## config.mk

```make
export PLATFORM = sky130hd
export DESIGN_NAME = x448_scalar_loader
export DESIGN_NICKNAME = d
export VERILOG_FILES = /design/src/rtl/x448_scalar_loader.sv
export SDC_FILE = /design/constraint.sdc
export NUM_CORES = 1
export LEC_CHECK = 0
export CORE_MARGIN = 2
export CORE_UTILIZATION = 48
export DETAILED_ROUTE_END_ITERATION = 8
export PLACE_DENSITY = 0.83
export RECOVER_POWER = 25
export SYNTH_ARGS = -nofsm -noshare
export SYNTH_HDL_FRONTEND = slang
export SYNTH_SLANG_ARGS = --single-unit
export TNS_END_PERCENT = 30
```

## constraint.sdc

```tcl
create_clock -name clk -period 7.15 [get_ports clk]
set_clock_uncertainty 0.05 [all_clocks]
set_input_delay 0.715 -clock clk [delete_from_list [all_inputs] [get_ports clk]]
set_output_delay 0.715 -clock clk [all_outputs]
set_load 0.005 [all_outputs]
```

## src/rtl/x448_scalar_loader.sv

```systemverilog
// x448_scalar_loader
// Collects a 448-bit X448 scalar from a little-endian W-bit word stream,
// conditions it for the scalar-multiplication core and presents it over a
// valid/ready request handshake. Malformed frames raise a one-cycle err pulse
// and are discarded.
//
// Build option: define X448_SCALAR_CLAMP_EN to apply RFC 7748 clamping
// (bits 1:0 cleared, bit 447 set). Without it the scalar is loaded raw and
// any frame whose bit 447 is 0 is rejected as an error.
module x448_scalar_loader #(
  parameter int W  = 32,
  parameter int NW = 448 / W
) (
  input  logic           clk,
  input  logic           rst,
  input  logic [W-1:0]   in_data,
  input  logic           in_valid,
  input  logic           in_last,
  output logic           in_ready,
  output logic [447:0]   K,
  output logic           req_valid,
  input  logic           req_ready,
  input  logic           req_busy,
  output logic           err
);

  localparam int CNT_W = (NW > 1) ? $clog2(NW) : 1;
  localparam logic [CNT_W-1:0] CNT_LAST = CNT_W'(NW - 1);

  typedef enum logic [1:0] {
    FILL  = 2'd0,
    SKIP  = 2'd1,
    ISSUE = 2'd2
  } state_t;

  state_t             state;
  state_t             state_next;
  logic [CNT_W-1:0]   cnt;
  logic [CNT_W-1:0]   cnt_next;
  logic               err_next;
  logic               req_valid_next;
  logic               k_load;

  // Only the upper 448-W bits of the shift register are ever read back: the
  // lowest word is shifted out on the same edge the final word arrives.
  logic [447:W]       sh;
  logic [447:0]       frame_word;
  logic [447:0]       k_value;
  logic               frame_ok;
  logic               accept;
  logic               last_slot;

`ifdef X448_SCALAR_CLAMP_EN
  // RFC 7748 clamp: the core relies on the MSB being set.
  function automatic logic [447:0] clamp(input logic [447:0] x);
    logic [447:0] r;
    r        = x;
    r[1:0]   = 2'b00;
    r[447]   = 1'b1;
    return r;
  endfunction

  assign k_value  = clamp(frame_word);
  assign frame_ok = 1'b1;
`else
  // Raw load: a scalar without its MSB set would violate the core's
  // precondition, so such a frame is refused instead of issued.
  assign k_value  = frame_word;
  assign frame_ok = frame_word[447];
`endif

  // The scalar as it would look after shifting in the current word.
  assign frame_word = {in_data, sh};

  assign in_ready  = !rst && (state == FILL || state == SKIP);
  assign accept    = in_valid && in_ready;
  assign last_slot = (cnt == CNT_LAST);

  // Next-state, counter and pulse decisions for the frame FSM.
  always_comb begin
    state_next     = state;
    cnt_next       = cnt;
    err_next       = 1'b0;
    req_valid_next = 1'b0;
    k_load         = 1'b0;

    case (state)
      FILL: begin
        if (accept) begin
          if (in_last) begin
            cnt_next = '0;
            if (last_slot && frame_ok) begin
              k_load     = 1'b1;
              state_next = ISSUE;
            end else begin
              // Short frame, or a full frame that failed the MSB check.
              err_next = 1'b1;
            end
          end else if (last_slot) begin
            // Too many words: flag once, then drain to the frame end.
            err_next   = 1'b1;
            cnt_next   = '0;
            state_next = SKIP;
          end else begin
            cnt_next = cnt + CNT_W'(1);
          end
        end
      end

      SKIP: begin
        if (accept && in_last) begin
          state_next = FILL;
        end
      end

      ISSUE: begin
        if (req_valid && req_ready) begin
          state_next = FILL;
        end else begin
          // Hold off the request while the core is still computing.
          req_valid_next = !req_busy;
        end
      end

      default: begin
        state_next = FILL;
        cnt_next   = '0;
      end
    endcase
  end

  // FSM state register.
  always_ff @(posedge clk) begin
    if (rst) begin
      state <= FILL;
    end else begin
      state <= state_next;
    end
  end

  // Control registers: word counter, error pulse and request valid.
  always_ff @(posedge clk) begin
    if (rst) begin
      cnt       <= '0;
      err       <= 1'b0;
      req_valid <= 1'b0;
    end else begin
      cnt       <= cnt_next;
      err       <= err_next;
      req_valid <= req_valid_next;
    end
  end

  // Word shift register; only words of a live frame are shifted in.
  always_ff @(posedge clk) begin
    if (accept && state == FILL) begin
      sh <= frame_word[447:W];
    end
  end

  // Output scalar: holds until the next accepted complete frame.
  always_ff @(posedge clk) begin
    if (rst) begin
      K <= '0;
    end else if (k_load) begin
      K <= k_value;
    end
  end

endmodule

```

### Word-level counts from Yosys, hierarchy flattened

Index checks and enable logic that the tools add are counted.

* mux-type cells: 18
* bitwise logic cells: 4
* reduce and logical (&&, ||, !) cells: 15
* shift operators: 0
* add/subtract/negate cells: 1
* equality and inequality tests: 8
* divide/modulo/power cells: 0
* multipliers: 0
* magnitude comparators: 0

Operators by type and width (number)
* 2-to-1 mux 2 bit: 6
* 2-to-1 mux 4 bit: 3
* one-hot mux 4 bit (2 select lines): 1
* 2-to-1 mux 1 bit: 7
* logical AND 1 bit: 6
* one-hot mux 2 bit (3 select lines): 1
* OR reduction 3 bit: 2
* AND reduction 5 bit: 1
* adder 4 x 1 -> 4 bit (second input constant): 1
* == test 4 bit (second input constant): 1
* != test 2 bit (second input constant): 2
* NOT 1 bit: 4
* != test 3 x 2 -> 1 bit (second input constant): 1
* != test 3 bit (second input constant): 1
* == test 2 x 1 -> 1 bit (second input constant): 1
* == test 2 bit (second input constant): 1
* zero test 1 bit: 2
* zero test 2 bit: 1
* != test 2 x 1 -> 1 bit (second input constant): 1
* AND reduction 2 bit: 1
* OR reduction 2 bit: 1
* logical OR 1 bit: 1

* bits of input ports: 38
* memory bits (read-only): 0
* memories kept: 0
* latch bits: 0
* bits in writable memories: 0
* bits in registers: 872

### Longest topological paths before layout

Gate-level depths: netlist (run 1).

* word-level depth: 7
* depth in mapped cells: 10

### Worst setup path before layout (run 1)

No wires, ideal clock.

* path kind: input -> register
* start: input port rst
* end: register K[308]
* slack: -0.109 ns
* path buffers: 4
* arrival: 7.081 ns
* stages on the path: 8
* required time: 6.972 ns
* cells stage by stage: buf_2 and3b_2 nand4_1 buf_6 buf_12 buf_8 mux2i_1 nor2_1

* cells in the longest elaborated chain, start to end: 5

RTL lines
* start, declared: RTL line 15 `input logic rst,`
* zero test 1 bit: RTL line 75 `assign in_ready = !rst && (state == FILL || state == SKIP);`
* logical AND 1 bit: RTL line 75
* logical AND 1 bit: RTL line 76 `assign accept = in_valid && in_ready;`
* 2-to-1 mux 1 bit: RTL line 89 `if (accept) begin`
* 2-to-1 mux 1 bit: RTL line 87 `case (state)`
* end signal, assigned: RTL line 166 `K <= k_value;`
* end, declared: RTL line 20 `output logic [447:0] K,`

Several ways; a longest one is shown, not always the timed one.
A chain may end at the register's enable or synchronous reset.

### Final worst setup path (run 1)

* start: register state[0]
* end: register sh[151] in the netlist's numbering, enable pin

* cells in the longest elaborated chain, start to end: 5
* elaborated cells on any way between the ends: 6

RTL lines
* start, declared: RTL line 36 `state_t state;`
* start signal, assigned: RTL line 137 `state <= state_next;`
* == test 2 x 1 -> 1 bit or zero test 2 bit (tied branches): RTL line 75, 156
* logical OR 1 bit: RTL line 75
* logical AND 1 bit: RTL line 75
* logical AND 1 bit: RTL line 76
* logical AND 1 bit (*): RTL line 156 `if (accept && state == FILL) begin`
* end signal, assigned: RTL line 157 `sh <= frame_word[447:W];`
* end, declared: RTL line 46 `logic [447:W] sh;`

Mark *: on every way between the ends. The rest lies on a longest branch, timed or not.

==> results of run 1 <==
layout by cell type (no fill, tap or decap), drive strengths merged, types with 2 or more instances in the layout:
cell type	count
clkinvlp	5
edfxtp	416
clkdlybuf4s50	455
dlygate4sd3	32
clkinv	25
nand2	6
nor3	2
mux2i	447
clkbuf	118
ha	5
a211oi	3
nand3	2
xnor2	3
dfxtp	456
buf	14
nor2	453
a21oi	4
bufinv	7
inv	13
power breakdown:
part / switching, mW / internal (mW) / total, mW
sequential: 0.0504 / 5.33 / 5.38
combinational: 0.0986 / 0.0262 / 0.125
clock: 1.88 / 2.62 / 4.50
total: 2.03 / 7.98 / 10.0
worst paths after layout:
path / slack (ns) / endpoint
worst max-delay path: 1.96 / sh[151]
worst min-delay path: 0.39 / sh[52]
worst max register to register: 1.96 / sh[151]
worst min register to register: 0.39 / sh[52]
routing by layer:
metal  part of all wire, %  vias up
met5                     0        -
met4                   2.7        0
met3                   8.4      110
met2                    49      533
met1                    40     7960
li1                      -     7721
state kept, by name, summed over array words and instances, names as in the netlist:
name	count
state	2
K	448
req_valid	1
sh	416
cnt	4
err	1
cell type report:
class,instances,share of cell area [%]
clock buffers,117,6.44
clock inverters,44,1.31
inverters,6,0.0609
multi-input cells,942,17.5
flip-flops and latches,872,58.4
well taps,782,2.65
repair buffers,502,13.6
cell families (layout without fill, tap and decap cells):
kind of cell    count (synthesis)  count (layout)  share of synthesized area, %
flops                         872             872                          73.9
simple gates                  471             471                          6.14
mux                           447             447                          15.3
buf+inv                       108             669                          3.98
compound gates                 16              16                         0.393
fa+ha+maj                       5               5                         0.214
xor+xnor                        3               3                        0.0898
per-stage QoR:
step                power (mW)  setup WS (ns)  area, sq um
global placement          5.61           2.77        34100
global route              10.3           1.58        37000
finish                    10.0           1.96        37000
detailed placement        5.62           2.70        34100
floorplan                 5.55           1.56        29300
CTS                       10.1           3.16        37000
==> run metrics, run 1 <==
status finished, violations left; failing checks capacitance limit, slew limit; met3 GRT Util 7.03%; WP buf/inv 3; leak pwr roughly 16 nW; reg2reg path depth 5; Top Family by Delay on Critical Path buffers and inverters; fin. max-slew vios 140; synth cell count leaders dfxtp_1, nor2_1, mux2i_1, edfxtp_1, clkbuf_1; start of the worst register-to-register path state[0]; sequential share of the synthesized area between 70% and 80%; # Post-CTS Setup Buffers 0; worst path cell trace inv_1 > ha_1 > and3b_1 > buf_4 > buf_4; fin crit share 72.6%; drt total wl 62.4 mm; CP max-delay cell and3b_1; slew margin rel. -158%; vias per cell about 5.0; Final Core Density 61.3%; gate count of the mapped netlist around 1.9k; syn avg cell area between 15 and 20 sq um; cell mode on critical path buf_4; fill count ~4.2k; grt peak-use layer met2; startpoint types flop; Initial Utilization 48.5%; hold buffers post-CTS 0; met1 usage about a quarter; synth top area cells edfxtp_1, dfxtp_1, mux2i_1, nor2_1, buf_12; max incr delay on CP ~1.9 ns; Syn Nets about 2.0k; TNS Setup 0 ns; 1st-iter DRT viols just over 900; drt first pass iters 6; initial antenna violation count 0; Total GRT Usage about 20%; crit path capture type flop; Synth cell types 35; via count of the routed design between 15k and 20k; GR Util met2 32.5%; CP Launch Point state[0]; yosys warns 0; antenna cells 0; largest net degree at the start of global routing approximately 140; Yosys top cell area share 42.7%; highest clock rate between 150 and 200 MHz; Final Non-Filler Cells 3265; final hold viol count 0; EDFF count, synth 416; area leader, netlist edfxtp_1; share of layout cells above drive strength 1 ~5.9%; chip width about 250 um; GR Overflow Total 0; RSZ-0062 raised after global routing false; CTS max path bufs 3; Die Y ~250 um; worst hold path type reg2reg; P&R area growth vs syn 26.4%; HPWL Detailed 41.2 mm; Skew-Pair Late Insertion Delay ~0.63 ns; Post-route DRC 0; WS Path Type reg2reg; TritonCTS clock tree built; layout net count ~2.5k; Top FF cell, synth dfxtp_1; Rows 90; area of the core approximately 0.060 sq mm; Crit path required time about 7.3 ns; Buffers on Ports around 490; Max rail drop VDD ~0.22 mV; gpl congestion 0.840; Min-Delay Startpoint sh[84]; Post-synth ARST share 0%; Post-DRT Antenna Nets 0; H-tree depth 3; area occupied by multi-input gates 0.00647 sq mm; I/O Pins between 400 and 500; vias in the first global route between 15k and 20k; clock sink total a little under 900; clock-pin slew on the worst setup and hold paths ~0.060 ns; critical path arrival 5.37 ns; first-pass GRT wire length around 96 mm; Post-Syn Area 0.0293 sq mm; #FFs+latches synth just under 900; CTS resizes 0; most frequent cell after synthesis dfxtp_1; Inst Count DP a little over 3k; Worst Path Max Fanout 83; Reg area 0.0216 sq mm; Period minus WS final approximately 5.2 ns; number of cells on the critical path 5; Hold Path Stages 0; WHS between 0.3 and 0.4 ns; final setup fails 0; max-cap violation count 2; pwr/cell area roughly 270 mW/mm^2; total CTS buffers between 80 and 90; CTS Root Cell clkbuf_16; WL per Instance approximately 19 um; worst-margin pin slew roughly 3.9 ns; Die Area around 0.063 sq mm
(Power assumes the default switching activity.)
==> run 2, diff against run 1 <==
--- a/config.mk
+++ b/config.mk
@@ -6,9 +6,9 @@
 export NUM_CORES = 1
 export LEC_CHECK = 0
 export CORE_MARGIN = 2
-export CORE_UTILIZATION = 48
+export CORE_UTILIZATION = 53
 export DETAILED_ROUTE_END_ITERATION = 8
-export PLACE_DENSITY = 0.83
+export PLACE_DENSITY = 0.87
 export RECOVER_POWER = 25
 export SYNTH_ARGS = -nofsm -noshare
 export SYNTH_HDL_FRONTEND = slang
==> constraint.sdc (replaced) <==
create_clock -name clk -period 5.23 [get_ports clk]
set_clock_uncertainty 0.05 [all_clocks]
set_input_delay 0.523 -clock clk [delete_from_list [all_inputs] [get_ports clk]]
set_output_delay 0.523 -clock clk [all_outputs]
set_load 0.005 [all_outputs]
==> run 2 against run 1 <==
Against the previous run:
- the run now ends clean
- clock power up 32%
- final cell count down 2.5%
- worst hold slack worse by 0.14 ns
- count of clock-buffer cells in the layout up 4
- combinational power up 39%
- highest routed layer unchanged
- die area down 9.3%
- global-route usage up 2.8 points
- largest cell class unchanged
- critical path depth up 3
==> run metrics, run 2 (synthesized netlist as in run 1, its figures left out) <==
Hold Path Stages 2; CP Launch Point state[1]; status complete, no violations; startpoint types flop; clock-pin slew on the worst setup and hold paths around 0.060 ns; vias in the first global route between 15k and 20k; H-tree depth 3; Min-Delay Startpoint rst; Initial Utilization a little over half; area of the core 0.0549 sq mm; total power 13.5 mW; most frequent cells in the layout dfxtp_1, nor2_1, mux2i_1; Die Area ~0.057 sq mm; antenna cells 0; final setup fails 0; Period minus WS final about 3.4 ns; WS Path Type reg2reg; Post-DRT Antenna Nets 0; Largest regs K (448), sh (416), cnt (4); # Post-CTS Setup Buffers 0; first-pass GRT wire length 98.8 mm; critical path arrival between 3 and 4 ns; Total GRT Usage about 22%; Inst Count DP 3024; Post-route DRC 0; largest net degree at the start of global routing around 180; R2R Path End K[43]; Rows 86; CTS resizes 0; 1st-iter DRT viols roughly 1000; worst path cell trace inv_1 > ha_1 > and3b_4 > nand4_1 > buf_12 > buf_12 > mux2i_1 > nor2_1; max reg flops around 450; Crit path required time 5.62 ns; hold buffers post-CTS 0; clock sink total a little under 900; gpl congestion approximately 0.8; pwr/cell area 367 mW/mm^2; Max rail drop VDD between 0.2 and 0.3 mV; initial antenna violation count 0; fin crit share 65.8%; fin. max-slew vios 0; HPWL Detailed 40.7 mm; Die Y roughly 240 um; vias per cell slightly above 5; placed inst area approximately 0.034 sq mm; WHS between 0.2 and 0.3 ns; Skew-Pair Late Insertion Delay just over 0.6 ns; WL per Instance just over 20 um; leak pwr ~16 nW; P&R area growth vs syn 25.8%; drt total wl approximately 65 mm; crit path capture type flop; total CTS buffers 84; r2r setup slk around 1.8 ns; final instance area 0.0368 sq mm; layout net count about 2.4k; TritonCTS clock tree built; worst-margin pin slew roughly 1.2 ns; Top reg by flops K; start of the worst register-to-register path state[1]; share of layout cells above drive strength 1 5.81%; Buffers on Ports a little under 500; max incr delay on CP ~0.67 ns; CTS Root Cell clkbuf_16; Final Non-Filler Cells roughly 3.2k; final hold viol count 0; highest clock rate slightly below 300 MHz; commonest non-fill, non-tap cell in the layout dfxtp_1; via count of the routed design around 16k; Hold Path Sink K[159]; I/O Pins slightly below 500; CTS max path bufs 3; slew margin rel. roughly a fifth; drt first pass iters 5; RSZ-0062 raised after global routing false; max-cap violation count 0; CP max-delay cell buf_12; worst hold path type in2reg; fill count ~3.5k; reg2reg path depth 8; GR Overflow Total 0; cell mode on critical path buf_12; Final Core Density around two thirds; Worst Path Max Fanout between 100 and 150; chip width 239 um
[run 2: changes by cell type in the layout (fill, tap and decap cells not counted), sizes merged]
cell,delta
buf,-1
bufinv,-4
clkbuf,+3
clkdlybuf4s50,-13
clkinv,+3
clkinvlp,-4
dlygate4sd3,+13
inv,-2
[run 2: worst max path at each step]
stage	endpoint	cells after the start	slack, ns
global placement	K[81]	7	1.84
floorplan	K[308]	8	-0.13
detailed placement	K[74]	7	1.72
finish	K[43]	8	1.79
global route	K[43]	8	1.69
CTS	K[43]	8	1.88
[run 2: final cells by class]
class | instances | area, sq um | share of cell area [%]
flip-flops and latches | 872 | 21600 | 58.8
multi-input cells | 942 | 6480 | 17.6
repair buffers | 500 | 5040 | 13.7
clock buffers | 121 | 2460 | 6.67
well taps | 704 | 881 | 2.39
clock inverters | 37 | 298 | 0.809
inverters | 6 | 22.5 | 0.0612
[run 2: routing by layer]
layer  share of wire (%)  routed length (um)  global-route usage [%]  vias up
met4                 2.8                1840                    8.05        0
met1                  39               25300                    26.3     8111
met5                   0                   0                       0        -
met3                 9.4                6100                    8.45      118
li1                    -                   -                       -     7686
met2                  49               31700                    37.1      580
[run 2: where the power goes]
group          total [mW]  switching (mW)  internal, mW
Combinational       0.174           0.137        0.0371
Clock                5.96            2.52          3.44
Sequential           7.36          0.0697          7.29
[run 2: through the flow]
step / TNS (ns) / setup WS [ns]
2_1_floorplan: -55.14 / -0.135
3_3_place_gp: 0 / 1.84
3_5_place_dp: 0 / 1.72
4_1_cts: 0 / 1.88
5_1_grt: 0 / 1.69
6_report: 0 / 1.79
[run 2: worst max-delay path: cells and delay by family (launching register included)]
family | cells | cell delay, ns
buffers and inverters | 3 | 1.33
AND/OR/NAND/NOR | 3 | 0.49
flip-flops | 1 | 0.38
multiplexers | 1 | 0.36
adder cells (fa/ha/maj) | 1 | 0.29
==> run 3, diff against run 2 <==
==> constraint.sdc (replaced) <==
create_clock -name clk -period 3.4 [get_ports clk]
set_clock_uncertainty 0.05 [all_clocks]
set_input_delay 0.34 -clock clk [delete_from_list [all_inputs] [get_ports clk]]
set_output_delay 0.34 -clock clk [all_outputs]
set_load 0.005 [all_outputs]
==> run 3 against run 2 <==
Against the previous run:
- final area up 0.90%
- sequential share of layout area is 0.52 points lower
- non-clock buffer count rose by 14
- largest cell class unchanged
==> run metrics, run 3 (synthesized netlist as in run 1, its figures left out) <==
status complete, no violations; share of layout cells above drive strength 1 under 10%; Int Power roughly 17 mW; drt total wl between 60 and 70 mm; Crit path required time about 3 ns; worst-margin pin slew 1.03 ns; CTS max path bufs 3; Largest regs K (448), sh (416), cnt (4); antenna cells 0; HPWL Detailed between 40 and 50 mm; RSZ-0062 raised after global routing false; final setup fails 0; max reg flops about 450; first-pass GRT wire length about 100 mm; initial antenna violation count 0; max incr delay on CP 0.56 ns; Post-DRT Antenna Nets 0; 1st-iter DRT viols about 1.1k; vias per cell ~5.3; Worst Path Max Fanout slightly below 200; max-cap violation count 0; largest net degree at the start of global routing 195; TritonCTS clock tree built; final hold viol count 0; CTS Root Cell clkbuf_16; total CTS buffers 84; startpoint types input port; leak pwr about 16 nW; GR Overflow Total 0; H-tree depth 3; P&R area growth vs syn 26.9%; Total GRT Usage roughly 23%; critical path arrival around 2.5 ns; area of the core 0.0549 sq mm; Die Area approximately 0.057 sq mm; Final Core Density approximately two thirds; CTS resizes 0; Post-route DRC 0; WL per Instance 21.0 um; Clock power frac ~45%; # Post-CTS Setup Buffers 0; Buffers on Ports about 490; Skew-Pair Late Insertion Delay about 0.6 ns; Seq pwr share between 50% and 60%; Initial Utilization 53.3%; Net Sw Frac around a fifth; clock sink total about 870; WHS 0.233 ns; sw power ~4.3 mW; Top reg by flops K; Rows 86; hold buffers post-CTS 1; fin. max-slew vios 0; worst hold path type in2reg; Max rail drop VDD 0.463 mV; fin crit share 85.3%; layout net count about 2.5k; vias in the first global route between 15k and 20k; pwr/cell area 572 mW/mm^2; worst path cell trace dlygate4sd3_1 > buf_8 > buf_12 > nor2b_1 > clkdlybuf4s50_1; WS Path Type in2out; I/O Pins 489; total power around 21 mW; fill count 3454; gpl congestion approximately 0.83; chip width around 240 um; Die Y between 200 and 250 um; CP max-delay cell dlygate4sd3_1; via count of the routed design ~17k; slew margin rel. between 30% and 40%; drt first pass iters 5; clock-pin slew on the worst setup and hold paths 0.06 ns; most frequent cells in the layout dfxtp_1, clkdlybuf4s50_1, nor2_1; Comb pwr share approximately 1.3%; Period minus WS final 2.90 ns; highest clock rate 345 MHz; crit path capture type primary output
[run 3: cell types whose count changed in the layout (fill, tap and decap cells not counted), sizes merged]
cell,before,now
inv,11,10
clkdlybuf4s50,442,455
dlygate4sd3,45,33
clkbuf,121,108
clkinvlp,1,3
buf,13,26
bufinv,3,8
clkinv,28,35
[run 3: worst max-delay path, delay by kind of cell]
| kind | cells | cell delay (ns) |
|---|---|---|
| buffers and inverters | 4 | 1.81 |
| AND/OR/NAND/NOR | 1 | 0.12 |
[run 3: through the flow]
stage	std cells	instance area [sq um]	TNS (ns)	setup slack, ns
finish	3196	37100	0	0.501
global route	3196	37100	0	0.407
CTS	3196	37100	0	0.532
detailed placement	3037	34200	0	0.635
global placement	3037	34200	0	0.758
floorplan	1922	29300	-1292.46	-1.86
[run 3: power by group through the flow]
stage / registers, mW / logic [mW] / clock network [mW]
3_3_place_gp: 11.5 / 0.271 / 0
2_1_floorplan: 11.5 / 0.160 / 0
6_report: 11.3 / 0.273 / 9.66
5_1_grt: 11.3 / 0.296 / 10.2
3_5_place_dp: 11.5 / 0.280 / 0
4_1_cts: 11.3 / 0.282 / 9.81
[run 3: final cells by class]
class / instances / area [sq um] / area share [%]
clock inverters: 50 / 493 / 1.33
flip-flops and latches: 872 / 21600 / 58.2
clock buffers: 108 / 2420 / 6.52
well taps: 704 / 881 / 2.37
inverters: 6 / 22.5 / 0.0607
repair buffers: 514 / 5210 / 14.0
multi-input cells: 942 / 6480 / 17.4
[run 3: final timing paths]
path	to	slack (ns)	cells after the start	start
worst min register to register	sh[258]	0.39	0	sh[290]
worst max register to register	K[212]	0.71	8	state[0]
worst min-delay path	req_valid	0.23	2	req_busy
worst max-delay path	in_ready	0.50	5	rst
[run 3: layer usage]
layer / up-vias / GRT usage (%) / routed length, um
li1: 7734 / - / -
met1: 8232 / 26.2 / 25100
met2: 704 / 38.7 / 32800
met3: 144 / 8.65 / 6680
met4: 0 / 9.39 / 2360
met5: - / 0 / 0
